## src/rtl/cmac_pkg.sv

```systemverilog
`default_nettype none
// ============================================================================
// Module      : cmac_pkg
// Description : Shared types and constants for the CMAC challenge path
//               (serializer transmit side and shift-left collector side).
// Revision    : 1.0 - initial release
// ============================================================================
package cmac_pkg;

    // Native challenge word length shared by serializer and collector.
    localparam int CHALLENGE_W = 64;

    // Serializer control states.
    typedef enum logic [1:0] {
        IDLE  = 2'd0,
        SHIFT = 2'd1,
        DONE  = 2'd2
    } ser_state_t;

endpackage : cmac_pkg
`default_nettype wire

```

## src/rtl/challenge_serializer.sv

```systemverilog
`default_nettype none
// ============================================================================
// Module      : challenge_serializer
// Description : Parallel-to-serial challenge transmitter. Accepts a WIDTH-bit
//               word on a valid/ready handshake and emits it MSB-first, one
//               bit per enabled clock, so that a {reg[W-2:0], bit} collector
//               rebuilds the original word.
// Revision    : 1.0 - initial release
// ============================================================================
module challenge_serializer
    import cmac_pkg::*;
#(
    parameter int WIDTH = CHALLENGE_W,
    parameter int CNT_W = $clog2(WIDTH)
) (
    input  logic             clk,
    input  logic             reset,
    input  logic [WIDTH-1:0] word_in,
    input  logic             word_valid,
    output logic             word_ready,
    input  logic             enable,
    output logic             bit_out,
    output logic             bit_valid,
    output logic [CNT_W-1:0] bit_index,
    output logic             busy,
    output logic             done
);

    // Index of the last bit of a word (terminal count).
    localparam logic [CNT_W-1:0] c_last_idx = CNT_W'(WIDTH - 1);

    ser_state_t       r_state;
    ser_state_t       w_state_nxt;
    logic [WIDTH-1:0] r_shreg;
    logic [CNT_W-1:0] r_count;
    logic             w_load;
    logic             w_step;
    logic             w_last;

    // Ready only when a new word can be taken, and never while reset is held.
    assign word_ready = reset && ((r_state == IDLE) || (r_state == DONE));
    assign w_last     = (r_count == c_last_idx);

    // State register.
    always_ff @(posedge clk) begin
        if (!reset) begin
            r_state <= IDLE;
        end else begin
            r_state <= w_state_nxt;
        end
    end

    // Next-state decode plus load/step strobes for the datapath.
    always_comb begin
        w_state_nxt = r_state;
        w_load      = 1'b0;
        w_step      = 1'b0;
        case (r_state)
            IDLE: begin
                if (word_valid && word_ready) begin
                    w_load      = 1'b1;
                    w_state_nxt = SHIFT;
                end
            end
            SHIFT: begin
                if (enable) begin
                    w_step = 1'b1;
                    if (w_last) begin
                        w_state_nxt = DONE;
                    end
                end
            end
            DONE: begin
                // A word offered during DONE goes straight back into SHIFT.
                if (word_valid && word_ready) begin
                    w_load      = 1'b1;
                    w_state_nxt = SHIFT;
                end else begin
                    w_state_nxt = IDLE;
                end
            end
            default: begin
                w_state_nxt = IDLE;
            end
        endcase
    end

    // Shift register and bit counter; counter parks at 0 after the last bit
    // so it never wraps through an out-of-range value.
    always_ff @(posedge clk) begin
        if (!reset) begin
            r_shreg <= '0;
            r_count <= '0;
        end else if (w_load) begin
            r_shreg <= word_in;
            r_count <= '0;
        end else if (w_step) begin
            r_shreg <= {r_shreg[WIDTH-2:0], 1'b0};
            r_count <= w_last ? '0 : (r_count + CNT_W'(1));
        end
    end

    assign bit_out   = r_shreg[WIDTH-1];
    assign bit_index = r_count;
    assign busy      = (r_state == SHIFT);
    assign done      = (r_state == DONE);
    assign bit_valid = (r_state == SHIFT) && enable;

endmodule : challenge_serializer
`default_nettype wire

```

## config.mk

```make
export PLATFORM = sky130hd
export DESIGN_NAME = challenge_serializer
export DESIGN_NICKNAME = d
export VERILOG_FILES = /design/src/rtl/cmac_pkg.sv /design/src/rtl/challenge_serializer.sv
export SDC_FILE = /design/constraint.sdc
export NUM_CORES = 1
export LEC_CHECK = 0
export BUFFER_PORTS_ARGS = -buffer_cell sky130_fd_sc_hd__buf_4
export CAP_MARGIN = 20
export CORE_MARGIN = 3
export CORE_UTILIZATION = 40
export CTS_CLUSTER_DIAMETER = 40
export DETAILED_ROUTE_END_ITERATION = 8
export PLACE_DENSITY = 0.74
export SYNTH_ARGS = -nofsm -noshare
export SYNTH_HDL_FRONTEND = slang
export SYNTH_SLANG_ARGS = --single-unit
```

## constraint.sdc

```tcl
create_clock -name clk -period 3.8 [get_ports clk]
set_input_delay 0 -clock clk [delete_from_list [all_inputs] [get_ports clk]]
set_output_delay 0 -clock clk [all_outputs]
set_load 0.03 [all_outputs]
```

==> results of run 1 <==
final timing paths:
check	end	slack (ns)	cells after the start
setup reg to reg	r_shreg[23]	1.76	6
hold reg to reg	r_shreg[20]	0.47	2
setup / recovery	bit_valid	1.68	5
hold / removal	r_shreg[60]	0.003	3
per-stage QoR:
stage / worst slack [ns] / instance area (um2) / std cells / utilization, % / power [mW]
3_5_place_dp: 1.51 / 3620 / 527 / 49.4 / 1.07
5_1_grt: 1.56 / 4280 / 588 / 58.3 / 1.75
3_3_place_gp: 1.59 / 3620 / 527 / 49.4 / 1.07
4_1_cts: 1.36 / 4260 / 587 / 58.0 / 1.68
6_report: 1.68 / 4280 / 588 / 58.3 / 1.67
2_1_floorplan: 2.35 / 3050 / 384 / - / 0.987
worst max-delay path: cells and delay by family, from the launching register on:
family	cells	cell delay [ns]
AND/OR/NAND/NOR	1	0.12
flip-flops	1	0.35
buffers and inverters	4	1.25
sequential cells by signal, indices dropped and copies added (netlist names):
name and cells:
r_shreg 64, bit_index 6, r_state 2
final cells by class:
| type | instances | share of cell area (%) |
|---|---|---|
| timing repair buffer | 126 | 25.1 |
| tap | 99 | 2.90 |
| sequential | 72 | 33.7 |
| clock buffer | 11 | 3.31 |
| inverter | 4 | 0.351 |
| multi-input combinational | 272 | 33.6 |
| clock inverter | 4 | 1.05 |
cells by family (layout without fill, tap and decap cells):
kind of cell / after synthesis / after routing / share of synthesized area (%)
AOI/OAI and AO/OA: 136 / 136 / 27.6
and+or+nand+nor: 134 / 134 / 18.8
DFF: 72 / 72 / 47.3
adders and majority gates: 1 / 1 / 0.410
xor gates and xnor gates: 1 / 1 / 0.287
buffers and inverters: 40 / 145 / 5.54
cells in the final DEF (no fill, tap or decap), types with 2 or more instances in the layout:
cell	count
and2b_1	2
o221ai_1	3
a21oi_1	5
dlygate4sd3_1	45
inv_1	3
nor3_1	3
or3_1	2
dfxtp_1	72
o21ai_0	45
nand2_1	96
buf_4	80
nand3_1	20
nor2_1	4
o211ai_1	2
a31oi_1	45
a21boi_0	17
clkinv_2	3
a22oi_1	16
clkbuf_8	10
synth_stat cells:
| cell type | count | area share [%] |
|---|---|---|
| buf_6 | 1 | 0.37 |
| o311ai_0 | 1 | 0.29 |
| or3_1 | 2 | 0.41 |
| buf_2 | 9 | 1.5 |
| nor3_1 | 3 | 0.49 |
| a21boi_0 | 17 | 4.2 |
| a31oi_1 | 45 | 9.2 |
| a22oi_1 | 16 | 3.9 |
| nand3b_1 | 1 | 0.25 |
| dfxtp_1 | 72 | 47 |
| clkbuf_1 | 25 | 3.1 |
| o21ai_1 | 1 | 0.16 |
| nand3b_2 | 1 | 0.37 |
| nor2b_1 | 1 | 0.21 |
| and2b_1 | 2 | 0.49 |
| ha_1 | 1 | 0.41 |
| buf_1 | 1 | 0.12 |
| nand4b_1 | 1 | 0.29 |
| nand3_1 | 20 | 3.3 |
| nor2_1 | 4 | 0.49 |
| xor2_1 | 1 | 0.29 |
| o21ai_0 | 45 | 7.4 |
| and3b_1 | 1 | 0.29 |
| o31ai_1 | 1 | 0.25 |
| o221ai_1 | 3 | 0.86 |
| a21oi_1 | 5 | 0.82 |
| or4_1 | 1 | 0.25 |
| nand2_1 | 96 | 12 |
| inv_1 | 4 | 0.49 |
| nor4_1 | 1 | 0.21 |
| o211ai_1 | 2 | 0.49 |
layer usage:
layer | global-route usage, % | vias to the layer above | routed length (um)
met3 | 3.06 | 16 | 341
met4 | 9.40 | 0 | 199
li1 | - | 1560 | -
met5 | 0 | - | 0
met1 | 21.5 | 1399 | 3480
met2 | 28.2 | 78 | 3450
power by group through the flow:
stage	clock network, mW	registers [mW]	logic, mW
global placement	0	0.851	0.216
global route	0.615	0.842	0.289
CTS	0.588	0.836	0.258
floorplan	0	0.848	0.138
finish	0.570	0.837	0.259
detailed placement	0	0.852	0.220
timing repair:
item / 4_1_cts / 5_1_grt
hold buffers: 45 / 0
resized for setup: 0 / 0
hold endpoints to repair: 45 / 0
==> out/qor.csv, run 1 <==
stage;metric;value;unit
status;status;finished clean;
clock_tree;Worst-Skew Late Latency;0.32;ns
global_route;number of global-route vias before repair;2828;
run;number of max-cap violations;0;
placed_design;input/output buffers;78;
route;Iter 0 DRT Violations;188;
logic_synthesis;syn nets;453;
clock_tree;TritonCTS clock tree;built;
floorplanning;I/O pins;79;
setup_path;CP startpoint;r_state[1];
setup_path;WP data arrival;2.12;ns
power_and_ir_drop;peak supply drop;0.185;mV
timing;Final Hold Viols;0;
clock_tree;setup repair bufs after CTS;0;
power_and_ir_drop;sequential power share;50.2;%
route;via count;3053;
route;remaining antenna violation count;0;
power_and_ir_drop;clock share of power;34.2;%
power_and_ir_drop;switching share of power;24.8;%
finish;fillers;664;
floorplanning;row count;31;
finish;Final Net Count;554;
timing;Rel. slew slack;37.9;%
timing;Least-Margin Pin Slew;0.931;ns
global_route;first-pass GRT wire length;12.3;mm
setup_path;Critical Path RT;3.80;ns
power_and_ir_drop;leak pwr;1.61;nW
logic_synthesis;Mapped Area;3050;um2
setup_path;critical path endpoint category;output pin;
placed_design;final HPWL from detailed placement;4.32;mm
hold_path;hold_sp;word_in[60];
logic_synthesis;Post-Syn Instances;384;
route;wire per inst;12.7;um
timing;Hold WS;0.00347;ns
timing;RSZ-0062 raised after global routing;false;
finish;area taken by multi-input logic gates;1440;um2
timing;max-slew violation count;0;
finish;share of layout cells above drive strength 1;19.8;%
clock_tree;Root Buffer;clkbuf_8;
placed_design;GP Congestion;0.801;
global_route;GR Util All Layers;17.3;%
logic_synthesis;Mean Syn Cell Area;7.94;um2
route;Vias/cell;5.19;
logic_synthesis;Yosys reg bits;72;
global_route;grt ovf;0;
power_and_ir_drop;switching pwr;0.412;mW
logic_synthesis;sequential element share of the synthesized area;47.3;%
logic_synthesis;YS warnings;0;
power_and_ir_drop;power per cell area;390;nW/um2
setup_path;CP dominant cell by count;buf_4;
setup_path;type of origin of the critical path;flop;
setup_path;Worst Setup Path Type;flop to output pin;
logic_synthesis;Yosys cell types;31;
floorplanning;core box area;7330;um2
setup_path;r2r startpoint;r_state[1];
route;drt total wl;7.47;mm
global_route;initial antenna violation count;0;
timing;endpoints failing setup;0;
floorplanning;die area;8700;um2
finish;Inserted Diodes;0;
finish;area grow syn2layout;40.3;%
power_and_ir_drop;internal power;1.25;mW
timing;Final TNS setup;0;ns
setup_path;Worst path slowest cell;buf_4;
clock_tree;Num CTS Buffers;9;
clock_tree;htree depth;3;
power_and_ir_drop;Gate power share;15.6;%
route;Pre-Repair DR Iteration Count;4;
timing;clk_skew;0.0109;ns
timing;Tcrit/Tclk final;55.7;%
timing;min Tclk post-route;2.12;ns
hold_path;Min-Delay Path Class;input pin to flop;
global_route;largest net degree at the start of global routing;109;
route;post-route DRC violation count;0;
clock_tree;Worst-path clk slew;0.07;ns
finish;total area of sequential cells;1440;um2
floorplanning;starting density of the core;41.6;%
setup_path;CP peak stage delay;0.58;ns
floorplanning;Die X;93.3;um
clock_tree;CTS Sinks;72;
floorplanning;Die Span Y;93.3;um
clock_tree;maximum root-to-sink buffer count;2;
timing;Fmax achieved;472;MHz
setup_path;CP Max Fanout;74;
setup_path;crit path cell chain;nand3b_2 > buf_4 > inv_2 > buf_12 > buf_4;
Note: power is estimated with default switching activity, not from simulation.
==> run 2, diff against run 1 <==
Settings changed: ABC_AREA set to 1, PLACE_DENSITY 0.74 to 0.73.
Clock period 3.8 ns to 2.15 ns, I/O delays scaled along.
==> run 2 against run 1 <==
Clock-buffer cell count down 1. Sequential share of layout area down 2.3 points. Global-route usage barely moved. Critical path type is now flop to flop. Utilization fell by 6.5 points.
==> out/qor.csv, run 2 <==
stage;metric;value;unit;change
status;status;finished clean;;
placed_design;worst slack, placed;0.475;ns;-1.03 ns
logic_synthesis;YS warnings;0;;unchanged
route;Pre-Repair DR Iteration Count;4;;unchanged
setup_path;crit path cell chain;inv_2 > nand3_2 > nand2_4 > clkinv_2 > buf_12 > nand2_1 > a21oi_1;;
clock_tree;Worst-path clk slew;0.08;ns;about the same
timing;Final Hold Viols;0;;unchanged
finish;max reg flops;64;;unchanged
logic_synthesis;Synth top cells by count;inv_1, nand2_1, dfxtp_1, o21ai_0, nand4_1;;
setup_path;CP peak stage delay;0.38;ns;-0.20 ns
timing;Rel. slew slack;61.3;%;+23 points
floorplanning;I/O pins;79;;unchanged
finish;share of layout cells above drive strength 1;20.6;%;+0.72 points
setup_path;CP Max Fanout;35;;-53%
logic_synthesis;Area contributors post-synth;dfxtp_1, inv_1, nand4_1;;
route;drt total wl;8.88;mm;+19%
power_and_ir_drop;power per cell area;708;nW/um2;+82%
route;post-route DRC violation count;0;;unchanged
timing;clk_skew;0.00633;ns;-0.00459 ns
global_route;largest net degree at the start of global routing;58;;-47%
setup_path;Critical Path RT;2.38;ns;-1.42 ns
timing;RSZ-0062 raised after global routing;false;;
logic_synthesis;Yosys cell types;27;;-13%
floorplanning;Die X;102;um;+9.4%
route;Iter 0 DRT Violations;187;;-0.53%
route;remaining antenna violation count;0;;unchanged
logic_synthesis;Mapped Area;3690;um2;+21%
logic_synthesis;cell with the most instances after synthesis;inv_1;;
clock_tree;Root Buffer;clkbuf_8;;
power_and_ir_drop;total power;3.24;mW;+95%
timing;Final TNS setup;0;ns;unchanged
clock_tree;maximum root-to-sink buffer count;2;;unchanged
logic_synthesis;Yosys reg bits;72;;unchanged
clock_tree;CTS Sinks;72;;unchanged
route;via count;3521;;+15%
logic_synthesis;Top FF cell, synth;dfxtp_1;;
global_route;grt ovf;0;;unchanged
logic_synthesis;syn nets;611;;+35%
power_and_ir_drop;leak pwr;1.76;nW;+9.3%
placed_design;input/output buffers;78;;unchanged
finish;area grow syn2layout;24.2;%;
floorplanning;die area;10400;um2;+20%
setup_path;Worst Setup Path Type;flop to flop;;
finish;commonest cells after routing, fill and taps aside;inv_1, buf_4, nand2_1, dfxtp_1, o21ai_0;;
timing;max-slew violation count;0;;unchanged
logic_synthesis;Post-synth ARST share;0;%;unchanged
placed_design;GP Congestion;0.812;;+1.3%
global_route;GR Util All Layers;17.3;%;+0.026 points
placed_design;final HPWL from detailed placement;5.64;mm;+31%
timing;Tcrit/Tclk final;78.2;%;
floorplanning;core box area;8850;um2;+21%
setup_path;critical path endpoint category;flop;;
setup_path;type of origin of the critical path;flop;;
logic_synthesis;Post-synth EDFFs;0;;unchanged
route;wire per inst;12.3;um;-3.0%
timing;Hold WS;0.0436;ns;+0.0401 ns
logic_synthesis;sequential element share of the synthesized area;39.1;%;-8.2 points
timing;endpoints failing setup;0;;unchanged
finish;Final Net Count;677;;+22%
finish;Final Core Density;51.8;%;-6.5 points
finish;most common cell after layout, fill and taps aside;inv_1;;
timing;post-route setup slack;0.468;ns;-1.22 ns
logic_synthesis;Mean Syn Cell Area;6.81;um2;-14%
floorplanning;row count;34;;+9.7%
logic_synthesis;Yosys top cell area share;39.1;%;-8.2 points
finish;Inserted Diodes;0;;unchanged
floorplanning;Die Span Y;102;um;+9.4%
clock_tree;TritonCTS clock tree;built;;
clock_tree;setup repair bufs after CTS;0;;unchanged
run;number of max-cap violations;0;;unchanged
logic_synthesis;Post-Syn Instances;542;;+41%
hold_path;Min-Delay Path Class;input pin to flop;;
timing;Least-Margin Pin Slew;0.580;ns;-0.351 ns
route;Vias/cell;4.88;;-5.9%
global_route;initial antenna violation count;0;;unchanged
power_and_ir_drop;peak supply drop;0.277;mV;+49%
floorplanning;starting density of the core;41.7;%;+0.12 points
global_route;first-pass GRT wire length;14.5;mm;+18%
global_route;number of global-route vias before repair;3251;;+15%
timing;min Tclk post-route;1.68;ns;
setup_path;Worst path slowest cell;dfxtp_1;;
finish;Top reg by flops;r_shreg;;
logic_synthesis;area leader, netlist;dfxtp_1;;
clock_tree;Worst-Skew Late Latency;0.35;ns;+0.03 ns
clock_tree;Num CTS Buffers;9;;unchanged
clock_tree;htree depth;3;;unchanged
setup_path;WP data arrival;1.91;ns;-0.21 ns
timing;Fmax achieved;594;MHz;
-- run 2: timing repair --
item                                    4_1_cts  5_1_grt
resized for setup                             0        0
hold endpoints to repair                      8        0
endpoints found under the setup margin        0        0
hold buffers                                  8        0
-- run 2: kinds of logic (layout without fill, tap and decap cells) --
group / after synthesis / after routing / synth area share (%)
DFF: 72 / 72 / 39.1
adders and majority gates: 1 / 1 / 0.339
and+or+nand+nor: 180 / 180 / 24.1
xor gates and xnor gates: 1 / 1 / 0.237
buffers and inverters: 167 / 238 / 18.9
AOI/OAI and AO/OA: 121 / 121 / 17.3
-- run 2: stage by stage --
step,cell area [um2],instances
CTS,4580,721
floorplan,3690,542
finish,4580,721
detailed placement,4270,697
global route,4580,721
global placement,4270,697
-- run 2: worst max-delay path: cells and delay by family, from the launching register on --
family                 cells  cell delay [ns]
AND/OR/NAND/NOR            3             0.44
AO/OA/AOI/OAI              1             0.06
buffers and inverters      3             0.67
flip-flops                 1             0.38
-- run 2: final cells by class --
type	instances	area, um2
fillers	859	4270
clock inverters	6	108
multi-input cells	303	1550
inverters	128	482
well taps	108	135
clock buffers	10	128
flip-flops and latches	72	1440
repair buffers	94	738
-- run 2: report_power, final --
group	switching, mW	total [mW]	leakage [nW]	internal [mW]
Sequential	0.0411	1.45	0.587	1.41
Combinational	0.303	0.514	1.05	0.210
Clock	0.516	1.28	0.116	0.767
Total	0.861	3.24	1.76	2.38
-- run 2: per-layer routing --
metal,wire length (um),GRT usage [%]
met1,4150,22.9
met2,4060,27.9
met3,591,4.16
met4,80,5.35
met5,0,0
-- run 2: path summary, 6_finish.rpt --
check              startpoint  cells past startpoint  slack [ns]          end
setup / recovery   r_state[0]                      7        0.47  r_shreg[12]
hold / removal    word_in[20]                      5        0.04  r_shreg[20]
setup reg to reg   r_state[0]                      7        0.47  r_shreg[12]
hold reg to reg   r_shreg[10]                      2        0.47  r_shreg[10]
==> run 3, diff against run 2 <==
Settings changed: PLACE_DENSITY 0.73 to 0.75.
Clock period 2.15 ns to 1.5 ns, I/O delays scaled along.
==> run 3 against run 2 <==
Clock skew is 0.0024 ns higher. Clock-buffer cell count is 2 higher. Critical endpoint is now bit_valid. Largest cell class unchanged. Non-clock buffer count is 4 higher. Clock power is 52% higher. Worst hold slack worse by 0.010 ns. Sequential power is 43% higher. Sequential cell count stayed put. Global-route usage is 0.41 points higher. Critical path type is now flop to output pin. Register-to-register slack worse by 0.30 ns. Sequential share of layout area is 0.80 points lower. Critical path depth is 3 lower.
==> out/qor.csv, run 3 (synthesized netlist as in run 2, its figures left out) <==
stage;metric;value;unit;change
finish;max reg flops;64;;unchanged
timing;endpoints failing setup;0;;unchanged
placed_design;GP Congestion;0.823;;+1.4%
finish;Top reg by flops;r_shreg;;
clock_tree;htree depth;3;;unchanged
global_route;initial antenna violation count;0;;unchanged
floorplanning;core box area;8850;um2;unchanged
setup_path;R2R setup slack;0.17;ns;-0.30 ns
setup_path;Critical R2R Capture;r_shreg[15];;
clock_tree;CTS Sinks;72;;unchanged
timing;Least-Margin Pin Slew;0.314;ns;-0.266 ns
setup_path;type of origin of the critical path;flop;;
power_and_ir_drop;power per cell area;1020;nW/um2;+44%
timing;max-slew violation count;0;;unchanged
floorplanning;row count;34;;unchanged
power_and_ir_drop;switching share of power;25.1;%;-1.4 points
setup_path;crit path cell chain;inv_1 > nand3_4 > clkinvlp_4 > buf_4;;
hold_path;Min-Delay Path Class;input pin to flop;;
route;Vias/cell;4.86;;-0.47%
finish;commonest cells after routing, fill and taps aside;inv_1, buf_4, nand2_1, dfxtp_1, o21ai_0;;
power_and_ir_drop;sequential power share;43.2;%;-1.4 points
hold_path;hold_sp;reset;;
timing;clk_skew;0.00875;ns;+0.00242 ns
global_route;largest net degree at the start of global routing;47;;-19%
route;Iter 0 DRT Violations;119;;-36%
clock_tree;Root Buffer;clkbuf_8;;
timing;Rel. slew slack;79.1;%;+18 points
floorplanning;Die Span Y;102;um;unchanged
power_and_ir_drop;switching pwr;1.21;mW;+40%
timing;Hold WS;0.0334;ns;-0.0102 ns
route;post-route DRC violation count;0;;unchanged
setup_path;CP startpoint;r_state[1];;
setup_path;CP delay by family, top;buffers and inverters;;
run;number of max-cap violations;0;;unchanged
finish;Inserted Diodes;0;;unchanged
global_route;number of global-route vias before repair;3370;;+3.7%
clock_tree;Num CTS Buffers;9;;unchanged
clock_tree;Worst-path clk slew;0.07;ns;about the same
hold_path;WHS Path Cells;3;;-2
timing;Tcrit/Tclk final;91.6;%;
setup_path;Worst path slowest cell;dfxtp_1;;
floorplanning;Die X;102;um;unchanged
power_and_ir_drop;internal power;3.60;mW;+51%
timing;Final TNS setup;0;ns;unchanged
timing;RSZ-0062 raised after global routing;false;;
timing;min Tclk post-route;1.37;ns;
placed_design;final HPWL from detailed placement;6.08;mm;+7.7%
route;remaining antenna violation count;0;;unchanged
finish;share of layout cells above drive strength 1;21.7;%;+1.2 points
finish;area grow syn2layout;27.6;%;
timing;Final Hold Viols;0;;unchanged
setup_path;Worst Setup Path Type;flop to output pin;;
status;status;finished clean;;
power_and_ir_drop;clock share of power;40.6;%;+1.0 points
finish;Final Net Count;681;;+0.59%
global_route;GR Util All Layers;17.7;%;+0.41 points
setup_path;CP bufs+invs;3;;unchanged
power_and_ir_drop;Gate power share;16.2;%;+0.4 points
clock_tree;TritonCTS clock tree;built;;
finish;fillers;848;;-1.3%
placed_design;Placement Cell Area;4360;um2;+2.2%
global_route;first-pass GRT wire length;14.8;mm;+2.0%
placed_design;placed cell count;701;;+0.57%
setup_path;Critical Path RT;1.50;ns;-0.88 ns
route;drt total wl;8.87;mm;-0.14%
clock_tree;Worst-Skew Late Latency;0.34;ns;about the same
placed_design;input/output buffers;78;;unchanged
power_and_ir_drop;leak pwr;1.81;nW;+3.4%
setup_path;CP peak stage delay;0.30;ns;-0.08 ns
setup_path;r2r startpoint;r_state[1];;
hold_path;worst hold endpoint;r_shreg[35];;
global_route;grt ovf;0;;unchanged
timing;post-route setup slack;0.126;ns;-0.342 ns
power_and_ir_drop;peak supply drop;0.515;mV;+86%
setup_path;WP data arrival;1.37;ns;-0.54 ns
placed_design;worst slack, placed;0.126;ns;-0.349 ns
floorplanning;I/O pins;79;;unchanged
setup_path;critical path endpoint category;output pin;;
setup_path;Worst R2R Path Depth;7;;unchanged
finish;fin cells;725;;+0.55%
timing;Fmax achieved;728;MHz;
finish;most common cell after layout, fill and taps aside;inv_1;;
setup_path;CP Max Fanout;13;;-63%
floorplanning;die area;10400;um2;unchanged
clock_tree;maximum root-to-sink buffer count;2;;unchanged
floorplanning;starting density of the core;41.7;%;unchanged
finish;fin area;4710;um2;+2.7%
setup_path;WP depth;4;;-3
route;via count;3524;;+0.085%
route;wire per inst;12.2;um;-0.69%
route;Pre-Repair DR Iteration Count;4;;unchanged
run 3: layer usage:
metal  up-vias  GRT usage, %  part of all wire [%]
met4         0          6.56                   1.6
met5         -             0                     0
met1      1563          22.0                    45
li1       1862             -                     -
met3        13          3.89                   5.9
met2        86          30.1                    47
run 3: power by group through the flow:
stage	clock, mW	sequential [mW]	combinational (mW)
2_1_floorplan	0	2.11	0.488
3_3_place_gp	0	2.11	0.743
3_5_place_dp	0	2.12	0.764
4_1_cts	2.00	2.07	0.782
5_1_grt	2.07	2.09	0.880
6_report	1.95	2.08	0.780
run 3: layout make-up:
class                           instances  area [um2]  area share [%]
Tap cell                              108         135            2.87
Sequential cell                        72        1440            30.6
Inverter                              128         485            10.3
Timing Repair Buffer                   98         828            17.6
Clock inverter                          4        98.8            2.10
Clock buffer                           12         165            3.51
Multi-Input combinational cell        303        1550            33.0
run 3: worst max path at each step:
stage                              end  slack (ns)
after CTS                    bit_valid        0.01
after detailed placement   r_shreg[27]        0.13
final                        bit_valid        0.13
after global routing       r_shreg[47]        0.02
after floorplan           bit_index[3]        0.14
after global placement     r_shreg[46]        0.19
run 3: stage by stage:
stage	total power, mW	utilization, %
global route	5.04	53.2
detailed placement	2.88	49.3
finish	4.81	53.2
global placement	2.86	49.3
floorplan	2.60	-
CTS	4.85	53.1
run 3: what timing repair did:
action                     CTS  global route
setup endpoints to repair    0             4
buffers inserted             0             1
hold buffers                 7             0
gates resized for setup      0             2
hold endpoints to repair     7             0
run 3: worst register-to-register path, cell delays in order, from the launching register on:
cell,delay (ns)
dfxtp_1,0.30
inv_1,0.11
nand3_4,0.22
nand2_4,0.16
clkinv_2,0.11
buf_12,0.18
nand2_1,0.08
a21oi_1,0.06
